**config.mk**
```make
export PLATFORM = sky130hd
export DESIGN_NAME = enc_tx_scheduler
export DESIGN_NICKNAME = d
export VERILOG_FILES = /design/src/rtl/enc_tx_scheduler_pkg.sv /design/src/rtl/enc_tx_scheduler_rr_arb.sv /design/src/rtl/enc_tx_scheduler.sv
export SDC_FILE = /design/constraint.sdc
export NUM_CORES = 1
export LEC_CHECK = 0
export CAP_MARGIN = 30
export CORE_UTILIZATION = 35
export CTS_CLUSTER_SIZE = 28
export DETAILED_ROUTE_END_ITERATION = 8
export GPL_TIMING_DRIVEN = 1
export PLACE_DENSITY = 0.68
export SYNTH_ARGS = -nofsm -noshare
export SYNTH_HDL_FRONTEND = slang
export SYNTH_HIERARCHICAL = 1
export SYNTH_SLANG_ARGS = --single-unit
```
**constraint.sdc**
```tcl
create_clock -name CLK -period 4.85 [get_ports CLK]
set_clock_uncertainty 0.15 [all_clocks]
set_input_delay 1.2125 -clock CLK [delete_from_list [all_inputs] [get_ports CLK]]
set_output_delay 1.2125 -clock CLK [all_outputs]
set_load 0.1 [all_outputs]
```
**src/rtl/enc_tx_scheduler_pkg.sv**
```systemverilog
`default_nettype none
// ============================================================================
//  Package : enc_tx_scheduler_pkg
//  Purpose : Shared types for the PHY TX lane scheduler. Holds the encoder
//            comma/data select encoding, the scheduler state type and the
//            round-robin grant identity.
//  Rev     : 1.0  initial release
// ============================================================================
package enc_tx_scheduler_pkg;

  // Encoder word select: plain data or one of the control commas.
  typedef enum logic [2:0] {
    DATA_SEL           = 3'd0,
    START_PACKET_SEL   = 3'd1,
    END_PACKET_SEL     = 3'd2,
    ACK_SEL            = 3'd3,
    RESEND_PACKET0_SEL = 3'd4,
    RESEND_PACKET1_SEL = 3'd5,
    RESEND_PACKET2_SEL = 3'd6,
    RESEND_PACKET3_SEL = 3'd7
  } comma_sel_t;

  typedef enum logic [2:0] {
    IDLE  = 3'd0,
    CTRL  = 3'd1,
    START = 3'd2,
    DATA  = 3'd3,
    END   = 3'd4
  } tx_sched_state_t;

  // Identity of the requester that won the most recent contended grant.
  typedef enum logic {
    GRANT_CTRL = 1'b0,
    GRANT_PKT  = 1'b1
  } grant_t;

endpackage : enc_tx_scheduler_pkg
`default_nettype wire

```
**src/rtl/enc_tx_scheduler_rr_arb.sv**
```systemverilog
`default_nettype none
// ============================================================================
//  Module  : tx_sched_rr_arb
//  Purpose : Two-requester round-robin arbiter (control vs. packet) used by
//            the TX scheduler while idle.
//  Ports   : clk, rst_n      clock / asynchronous active-low reset
//            en             arbitration allowed this cycle
//            ctrl_req       control comma pending
//            pkt_req        data packet pending
//            grant_ctrl     control requester wins (comb)
//            grant_pkt      packet requester wins (comb)
//  Rev     : 1.0  initial release
// ============================================================================
module tx_sched_rr_arb
  import enc_tx_scheduler_pkg::*;
(
  input  logic clk,
  input  logic rst_n,
  input  logic en,
  input  logic ctrl_req,
  input  logic pkt_req,
  output logic grant_ctrl,
  output logic grant_pkt
);

  grant_t last_grant;

  always_comb begin
    grant_ctrl = 1'b0;
    grant_pkt  = 1'b0;
    if (en) begin
      if (ctrl_req && pkt_req) begin
        // Contention: the side that did not win last time goes now.
        if (last_grant == GRANT_CTRL) begin
          grant_pkt = 1'b1;
        end else begin
          grant_ctrl = 1'b1;
        end
      end else if (ctrl_req) begin
        grant_ctrl = 1'b1;
      end else if (pkt_req) begin
        grant_pkt = 1'b1;
      end
    end
  end

  // Only contended grants move the round-robin pointer; an uncontended
  // grant leaves fairness history untouched.
  always_ff @(posedge clk or negedge rst_n) begin
    if (!rst_n) begin
      last_grant <= GRANT_CTRL;
    end else if (en && ctrl_req && pkt_req) begin
      last_grant <= grant_pkt ? GRANT_PKT : GRANT_CTRL;
    end
  end

endmodule : tx_sched_rr_arb
`default_nettype wire

```
**src/rtl/enc_tx_scheduler.sv**
```systemverilog
`default_nettype none
// ============================================================================
//  Module  : enc_tx_scheduler
//  Purpose : Sequences the 8b/10b encoder wrapper on one PHY TX lane. Frames
//            each packet as START comma, N data flits, END comma, and inserts
//            ACK/RESEND control commas only between packets. At most one
//            encoder word per cycle, gated by serializer readiness.
//  Ports   : CLK, nRST          clock / asynchronous active-low reset
//            pkt_req/pkt_len    packet request and flit count
//            pkt_flit[_vld]     current data flit from the TX buffer
//            pkt_flit_pop       flit consumed this cycle (comb)
//            pkt_done           pulse with the END comma
//            ctrl_req/sel/meta  control comma request
//            ctrl_ack           pulse with the control comma
//            tx_ready           serializer accepts a word
//            enc_start/enc_comma_sel/enc_flit  encoder interface
//            busy               scheduler not idle
//  Rev     : 1.0  initial release
// ============================================================================
module enc_tx_scheduler
  import enc_tx_scheduler_pkg::*;
#(
  parameter  int PORTCOUNT     = 5,
  parameter  int MAX_PKT_FLITS = 16,
  localparam int LW            = $clog2(MAX_PKT_FLITS + 1),
  localparam int FW            = 8 * PORTCOUNT
) (
  input  logic          CLK,
  input  logic          nRST,
  input  logic          pkt_req,
  input  logic [LW-1:0] pkt_len,
  input  logic [FW-1:0] pkt_flit,
  input  logic          pkt_flit_vld,
  output logic          pkt_flit_pop,
  output logic          pkt_done,
  input  logic          ctrl_req,
  input  comma_sel_t    ctrl_sel,
  input  logic [7:0]    ctrl_meta,
  output logic          ctrl_ack,
  input  logic          tx_ready,
  output logic          enc_start,
  output comma_sel_t    enc_comma_sel,
  output logic [FW-1:0] enc_flit,
  output logic          busy
);

  localparam logic [LW-1:0] MAX_LEN = LW'(MAX_PKT_FLITS);

  tx_sched_state_t state, state_nx;
  logic [LW-1:0]   cnt, cnt_nx;
  logic [LW-1:0]   len_q, len_nx;

  logic            issue;
  comma_sel_t      issue_sel;
  logic [FW-1:0]   issue_flit;
  logic            done_nx;
  logic            ack_nx;

  logic            arb_en;
  logic            grant_ctrl;
  logic            grant_pkt;

  assign arb_en       = (state == IDLE) && tx_ready;
  assign pkt_flit_pop = (state == DATA) && tx_ready && pkt_flit_vld;

  tx_sched_rr_arb u_arb (
    .clk        (CLK),
    .rst_n      (nRST),
    .en         (arb_en),
    .ctrl_req   (ctrl_req),
    .pkt_req    (pkt_req),
    .grant_ctrl (grant_ctrl),
    .grant_pkt  (grant_pkt)
  );

  // --------------------------------------------------------------------------
  // Next-state / issue logic
  // --------------------------------------------------------------------------
  always_comb begin
    state_nx   = state;
    cnt_nx     = cnt;
    len_nx     = len_q;
    issue      = 1'b0;
    issue_sel  = DATA_SEL;
    issue_flit = '0;
    done_nx    = 1'b0;
    ack_nx     = 1'b0;

    unique case (state)
      IDLE: begin
        if (grant_ctrl) begin
          state_nx = CTRL;
        end else if (grant_pkt) begin
          state_nx = START;
          // Oversized lengths are clamped so the frame stays bounded.
          len_nx   = (pkt_len > MAX_LEN) ? MAX_LEN : pkt_len;
        end
      end

      CTRL: begin
        if (tx_ready) begin
          issue      = 1'b1;
          issue_sel  = ctrl_sel;
          issue_flit = FW'(ctrl_meta);
          ack_nx     = 1'b1;
          state_nx   = IDLE;
        end
      end

      START: begin
        if (tx_ready) begin
          issue     = 1'b1;
          issue_sel = START_PACKET_SEL;
          cnt_nx    = len_q;
          state_nx  = (len_q != '0) ? DATA : END;
        end
      end

      DATA: begin
        if (tx_ready && pkt_flit_vld) begin
          issue      = 1'b1;
          issue_sel  = DATA_SEL;
          issue_flit = pkt_flit;
          cnt_nx     = cnt - LW'(1);
          // Last flit of the packet: the counter is about to hit zero.
          if (cnt <= LW'(1)) begin
            state_nx = END;
          end
        end
      end

      END: begin
        if (tx_ready) begin
          issue     = 1'b1;
          issue_sel = END_PACKET_SEL;
          done_nx   = 1'b1;
          state_nx  = IDLE;
        end
      end

      default: begin
        state_nx = IDLE;
      end
    endcase
  end

  // --------------------------------------------------------------------------
  // State and registered outputs. Select/flit hold when nothing is issued.
  // --------------------------------------------------------------------------
  always_ff @(posedge CLK or negedge nRST) begin
    if (!nRST) begin
      state         <= IDLE;
      cnt           <= '0;
      len_q         <= '0;
      enc_start     <= 1'b0;
      enc_comma_sel <= DATA_SEL;
      enc_flit      <= '0;
      pkt_done      <= 1'b0;
      ctrl_ack      <= 1'b0;
      busy          <= 1'b0;
    end else begin
      state     <= state_nx;
      cnt       <= cnt_nx;
      len_q     <= len_nx;
      enc_start <= issue;
      if (issue) begin
        enc_comma_sel <= issue_sel;
        enc_flit      <= issue_flit;
      end
      pkt_done  <= done_nx;
      ctrl_ack  <= ack_nx;
      busy      <= (state_nx != IDLE);
    end
  end

endmodule : enc_tx_scheduler
`default_nettype wire

```
==> metrics.csv, run 1 <==
metric,value,unit
first-pass GRT wire length,10.2,mm
initial antenna violation count,0,
P_int,0.00137,W
Initial Util,0.361,
syn_nets,282,
Hold Path Sink,enc_flit[3]$_DFFE_PN0P_,
Worst Reg-to-Reg Cells,5,
Detailed Route Iter0 Violations,77,
sequential share of the synthesized area,0.583,
CP max FO,10,
Critical Path RT,3.49,ns
grt ovf,0,
"CTS clk-pin slew, worst paths",0.06,ns
r2r startpoint,state[0]$_DFF_PN0_,
worst-path cell with the longest stage delay,clkdlybuf4s50_1,
First-pass DRT Iterations,4,
"Avg Cell Area, Syn",12.0,um2
Die Y,88.5,um
root buffer cell,clkbuf_8,
Max Root-Sink Buffers,2,
reg2reg end,enc_flit[31]$_DFFE_PN0P_,
DRC viols,0,
min-delay src,enc_flit[3]$_DFFE_PN0P_,
Seq pwr share,0.292,
Hold Path Class,reg2reg,
antenna-violating nets left,0,
minimum clock period after layout,3.77,ns
final instance area,4060,um2
vias in the first global route,1993,
dpl hpwl,4.76,mm
layout cell share with drive strength beyond 1,0.0934,
Tightest Pin Transition,1.01,ns
total negative setup slack,0,ns
final estimated routing congestion in global placement,0.833,
routed via count,2127,
hold depth,1,
crit-path cells,"clkdlybuf4s50_1, nand2_1, nor2_4, buf_12",
library cells used by synthesis,41,
core region area,7250,um2
setup repair after global routing missed its margin,no,
Ports,110,
Peak supply drop,0.000372,V
most frequent cells in the layout,"clkdlybuf4s50_1, dfrtp_1, a22o_1, nand2_1, clkbuf_8",
post-synthesis cell count,218,
leakage dissipation,1.85,nW
largest net degree at the start of global routing,41,
Clock Power Share,0.217,
FF-to-FF setup slack,2.54,ns
Setup Viol. Count Final,0,
area after detailed placement,3810,um2
clock buffer count from CTS,9,
die width,88.5,um
crit start category,input pin,
n_diodes,0,
Final Hold Viols,0,
most frequent standard cell in the layout excluding fill and tap cells,clkdlybuf4s50_1,
post-layout util,0.560,
worst skew pair latency,0.34,ns
GRT Overall Usage,0.175,
fin nets,392,
Seq cells post-synth,61,
clock sink count,61,
"Slew Viols, Final",0,
Synth Cell Area,2620,um2
NetSw,0.00121,W
crit share post-route,0.777,
CTS tree,yes,
Post-CTS Resized,0,
Port Buf Inserts,109,
routed len/inst,15.2,um
Slew headroom,0.326,
Sw Ratio,0.469,
fmax,265,MHz
CTS Hold Bufs,0,
Max stage delay on crit path,0.70,ns
max-cap violation count,0,
vias per cell,4.94,
Logic pwr share,0.490,
crit path capture type,output port,
Post-CTS Setup Repair Bufs,0,
synth warn,6,
H-tree depth,3,
Total Die Area,7840,um2
DRT Wirelength,6.54,mm
hold slack,0.322,ns
status,finished clean,
Area Growth Syn to Fin,54.9,%
arrival time at the worst endpoint,2.41,ns
pwr/cell area,636,nW/um2
site row count,31,
WS Path Type,in2out,
-- flip-flops by register name, summed over array words and instances, names as in the netlist --
signal,cells
ctrl_ack,1
u_arb/last_grant,1
pkt_done,1
enc_start,1
state,3
busy,1
cnt,5
enc_comma_sel,3
len_q,5
enc_flit,40
-- power groups by stage --
stage	Clock, W	Combinational, W	Sequential [W]
after floorplan	0	0.000350	0.00136
after global placement	0	0.00126	0.000758
after detailed placement	0	0.00127	0.000762
after CTS	0.000571	0.00127	0.000754
after global routing	0.000597	0.00133	0.000773
final	0.000561	0.00126	0.000754
-- cell families after synthesis --
family | after synthesis | share of synthesized area
compound gates | 81 | 0.239
xor+xnor | 1 | 0.00334
fa+ha+maj | 2 | 0.00955
buf+inv | 21 | 0.0478
flops | 61 | 0.583
mux | 1 | 0.00430
simple gates | 51 | 0.114
-- cell type report --
class,count,area [um2]
clock buffers,11,151
clock inverters,4,95.1
fillers,610,3190
inverters,6,22.5
multi-input cells,136,973
flip-flops and latches,61,1530
well taps,99,124
repair buffers,114,1170
-- stage by stage --
step / setup slack [ns] / cells / power (W)
4_1_cts: 1.08 / 431 / 0.00260
3_5_place_dp: 1.08 / 416 / 0.00203
6_report: 1.08 / 431 / 0.00258
5_1_grt: 0.972 / 431 / 0.00270
2_1_floorplan: 1.36 / 218 / 0.00171
3_3_place_gp: 1.08 / 414 / 0.00201
-- how the worst max path moves through the flow --
stage | from | end | slack, ns | cells after the start
2_1_floorplan | tx_ready | pkt_flit_pop | 1.36 | 5
3_3_place_gp | tx_ready | pkt_flit_pop | 1.08 | 4
3_5_place_dp | tx_ready | pkt_flit_pop | 1.08 | 4
4_1_cts | tx_ready | pkt_flit_pop | 1.08 | 4
5_1_grt | tx_ready | pkt_flit_pop | 0.97 | 4
6_report | tx_ready | pkt_flit_pop | 1.08 | 4
-- cells in the mapped netlist (all sizes together) --
library cell,number,area [um2]
and3,1,6.26
o21ai,12,60.1
dfrtp,61,1530
nor2,10,40.0
or4,2,15.0
xnor2,1,8.76
nand3b,1,20.0
a31o,1,8.76
or3,2,17.5
nand4,1,12.5
nand2,14,52.6
o31ai,1,7.51
o221ai,2,17.5
o211ai,2,20.0
mux2,1,11.3
nand2b,7,51.3
a21o,8,60.1
inv,6,22.5
a221o,1,10.0
o2bb2ai,1,8.76
o311ai,1,8.76
a22o,42,368
ha,2,25.0
nand3,3,15.0
a21oi,8,40.0
nor2b,4,25.0
buf,15,103
nor4,1,6.26
o21bai,1,7.51
a211o,1,8.76
nor3,2,10.0
nand4b,1,8.76
and3b,2,17.5
-- worst max-delay path, delay by kind of cell --
family	cells	cell delay [ns]
and+or+nand+nor	2	0.29
buffers and inverters	2	0.89
-- routing by layer --
layer  GRT usage  wire, um
met5           0         0
met4      0.0836       100
met3      0.0550       652
met2       0.257      2800
met1       0.236      2990
Note: power is estimated with default switching activity, not from simulation.
==> inputs of run 2 (changes only) <==
PLACE_DENSITY = 0.7   (was 0.68)
clock period = 3.26 ns   (was 4.85 ns; I/O delays follow)
==> run 2 against run 1 <==
The run now ends with DRC left. Critical path depth stayed put. Register-to-register slack worse by 1.3 ns. Count of clock-buffer cells in the layout is 1 lower. Die area stayed put. Worst hold slack worse by 0.052 ns. Sequential power is 50% higher. Total power is 41% higher. Via count is 2.1% higher.
==> metrics.csv, run 2 (synthesis gave the netlist of run 1 again) <==
metric,value,unit
largest register by flop count,enc_flit,
Sw Ratio,0.500,
final instance area,3870,um2
fin nets,394,
CTS tree,yes,
Seq pwr share,0.310,
vias per cell,5.00,
First-pass DRT Iterations,6,
Port Buf Inserts,109,
fmax,344,MHz
Sequential Area,1530,um2
crit start category,input pin,
status,finished with violations,
most frequent cells in the layout,"dfrtp_1, clkdlybuf4s50_1, buf_4, a22o_1, nand2_1",
site row count,31,
vias in the first global route,2034,
most frequent standard cell in the layout excluding fill and tap cells,dfrtp_1,
"Slew Viols, Final",0,
initial antenna violation count,0,
Area Growth Syn to Fin,47.8,%
DRT Wirelength,6.78,mm
final estimated routing congestion in global placement,0.784,
NetSw,0.00182,W
multi-input logic area,968,um2
setup repair after global routing missed its margin,no,
first-pass GRT wire length,10.3,mm
Logic pwr share,0.504,
Initial Util,0.361,
Detailed Route Iter0 Violations,56,
Setup Viol. Count Final,0,
core region area,7250,um2
routed len/inst,15.6,um
routed via count,2172,
DRC viols,2,
area after detailed placement,3670,um2
layout cell share with drive strength beyond 1,0.242,
largest net degree at the start of global routing,41,
Layout fillers,637,
n_diodes,0,
CP max FO,7,
crit share post-route,0.891,
antenna-violating nets left,0,
Die Y,88.5,um
dpl hpwl,5.05,mm
clock sink count,61,
Post-CTS Resized,0,
Hold Path Class,in2async,
Total Power,0.00364,W
Tightest Pin Transition,0.469,ns
"CTS clk-pin slew, worst paths",0.07,ns
leakage dissipation,1.90,nW
Ports,110,
H-tree depth,3,
clock buffer count from CTS,9,
GRT Overall Usage,0.177,
minimum clock period after layout,2.91,ns
arrival time at the worst endpoint,1.94,ns
total negative setup slack,0,ns
Peak supply drop,0.000263,V
pwr/cell area,940,nW/um2
Max Root-Sink Buffers,2,
Total Die Area,7840,um2
worst skew pair latency,0.33,ns
Clock Power Share,0.185,
Largest regs,"enc_flit x40, cnt x5, len_q x5",
CTS Hold Bufs,0,
crit path capture type,output port,
Post-CTS Setup Repair Bufs,0,
WS Path Type,in2out,
Slew headroom,0.688,
Worst Reg-to-Reg Cells,5,
max-cap violation count,0,
grt ovf,0,
P_int,0.00182,W
root buffer cell,clkbuf_8,
failing checks,DRC,
hold slack,0.270,ns
die width,88.5,um
Largest register FFs,40,
Final Hold Viols,0,
Critical Path RT,2.29,ns
## run 2: worst max-delay path: stages
cell             delay, ns
clkdlybuf4s50_1       0.66
nand2_1               0.11
nor2_2                0.16
buf_12                0.20
## run 2: power groups by stage
stage / registers, W / clock network [W] / logic (W)
after detailed placement: 0.00114 / 0 / 0.00185
final: 0.00113 / 0.000675 / 0.00184
after global placement: 0.00113 / 0 / 0.00183
after floorplan: 0.00202 / 0 / 0.000520
after global routing: 0.00116 / 0.000726 / 0.00194
after CTS: 0.00113 / 0.000688 / 0.00185
## run 2: layer usage
metal / vias up / track usage / share of wire
met3: 9 / 0.0438 / 0.088
met5: - / 0 / 0
met2: 96 / 0.274 / 0.45
met4: 0 / 0.0836 / 0.013
li1: 1028 / - / -
met1: 1039 / 0.233 / 0.45
## run 2: final timing paths
kind,slack (ns),endpoint,from
min,0.27,enc_flit[21]$_DFFE_PN0P_,nRST
max,0.35,pkt_flit_pop,tx_ready
max in group asynchronous,2.02,ctrl_ack$_DFF_PN0_,nRST
min in group CLK,0.33,enc_flit[3]$_DFFE_PN0P_,enc_flit[3]$_DFFE_PN0P_
min reg2reg,0.33,enc_flit[3]$_DFFE_PN0P_,enc_flit[3]$_DFFE_PN0P_
max reg2reg,1.23,enc_flit[5]$_DFFE_PN0P_,state[0]$_DFF_PN0_
## run 2: cell type report
cell class,instances,area share
flip-flops and latches,61,0.394
inverters,6,0.00582
repair buffers,116,0.266
clock buffers,10,0.0355
multi-input cells,136,0.250
well taps,99,0.0320
clock inverters,6,0.0162
## run 2: stage by stage
stage / utilization / std cells / setup WS, ns
2_1_floorplan: - / 218 / 0.567
3_3_place_gp: 0.506 / 418 / 0.364
3_5_place_dp: 0.506 / 418 / 0.358
4_1_cts: 0.534 / 434 / 0.361
5_1_grt: 0.534 / 434 / 0.304
6_report: 0.534 / 434 / 0.354
==> inputs of run 3 (changes only) <==
CTS_CLUSTER_SIZE = 16   (was 28)
==> results of run 3 <==
Same layout as run 2: the final DEF is identical, and so are final timing and power.
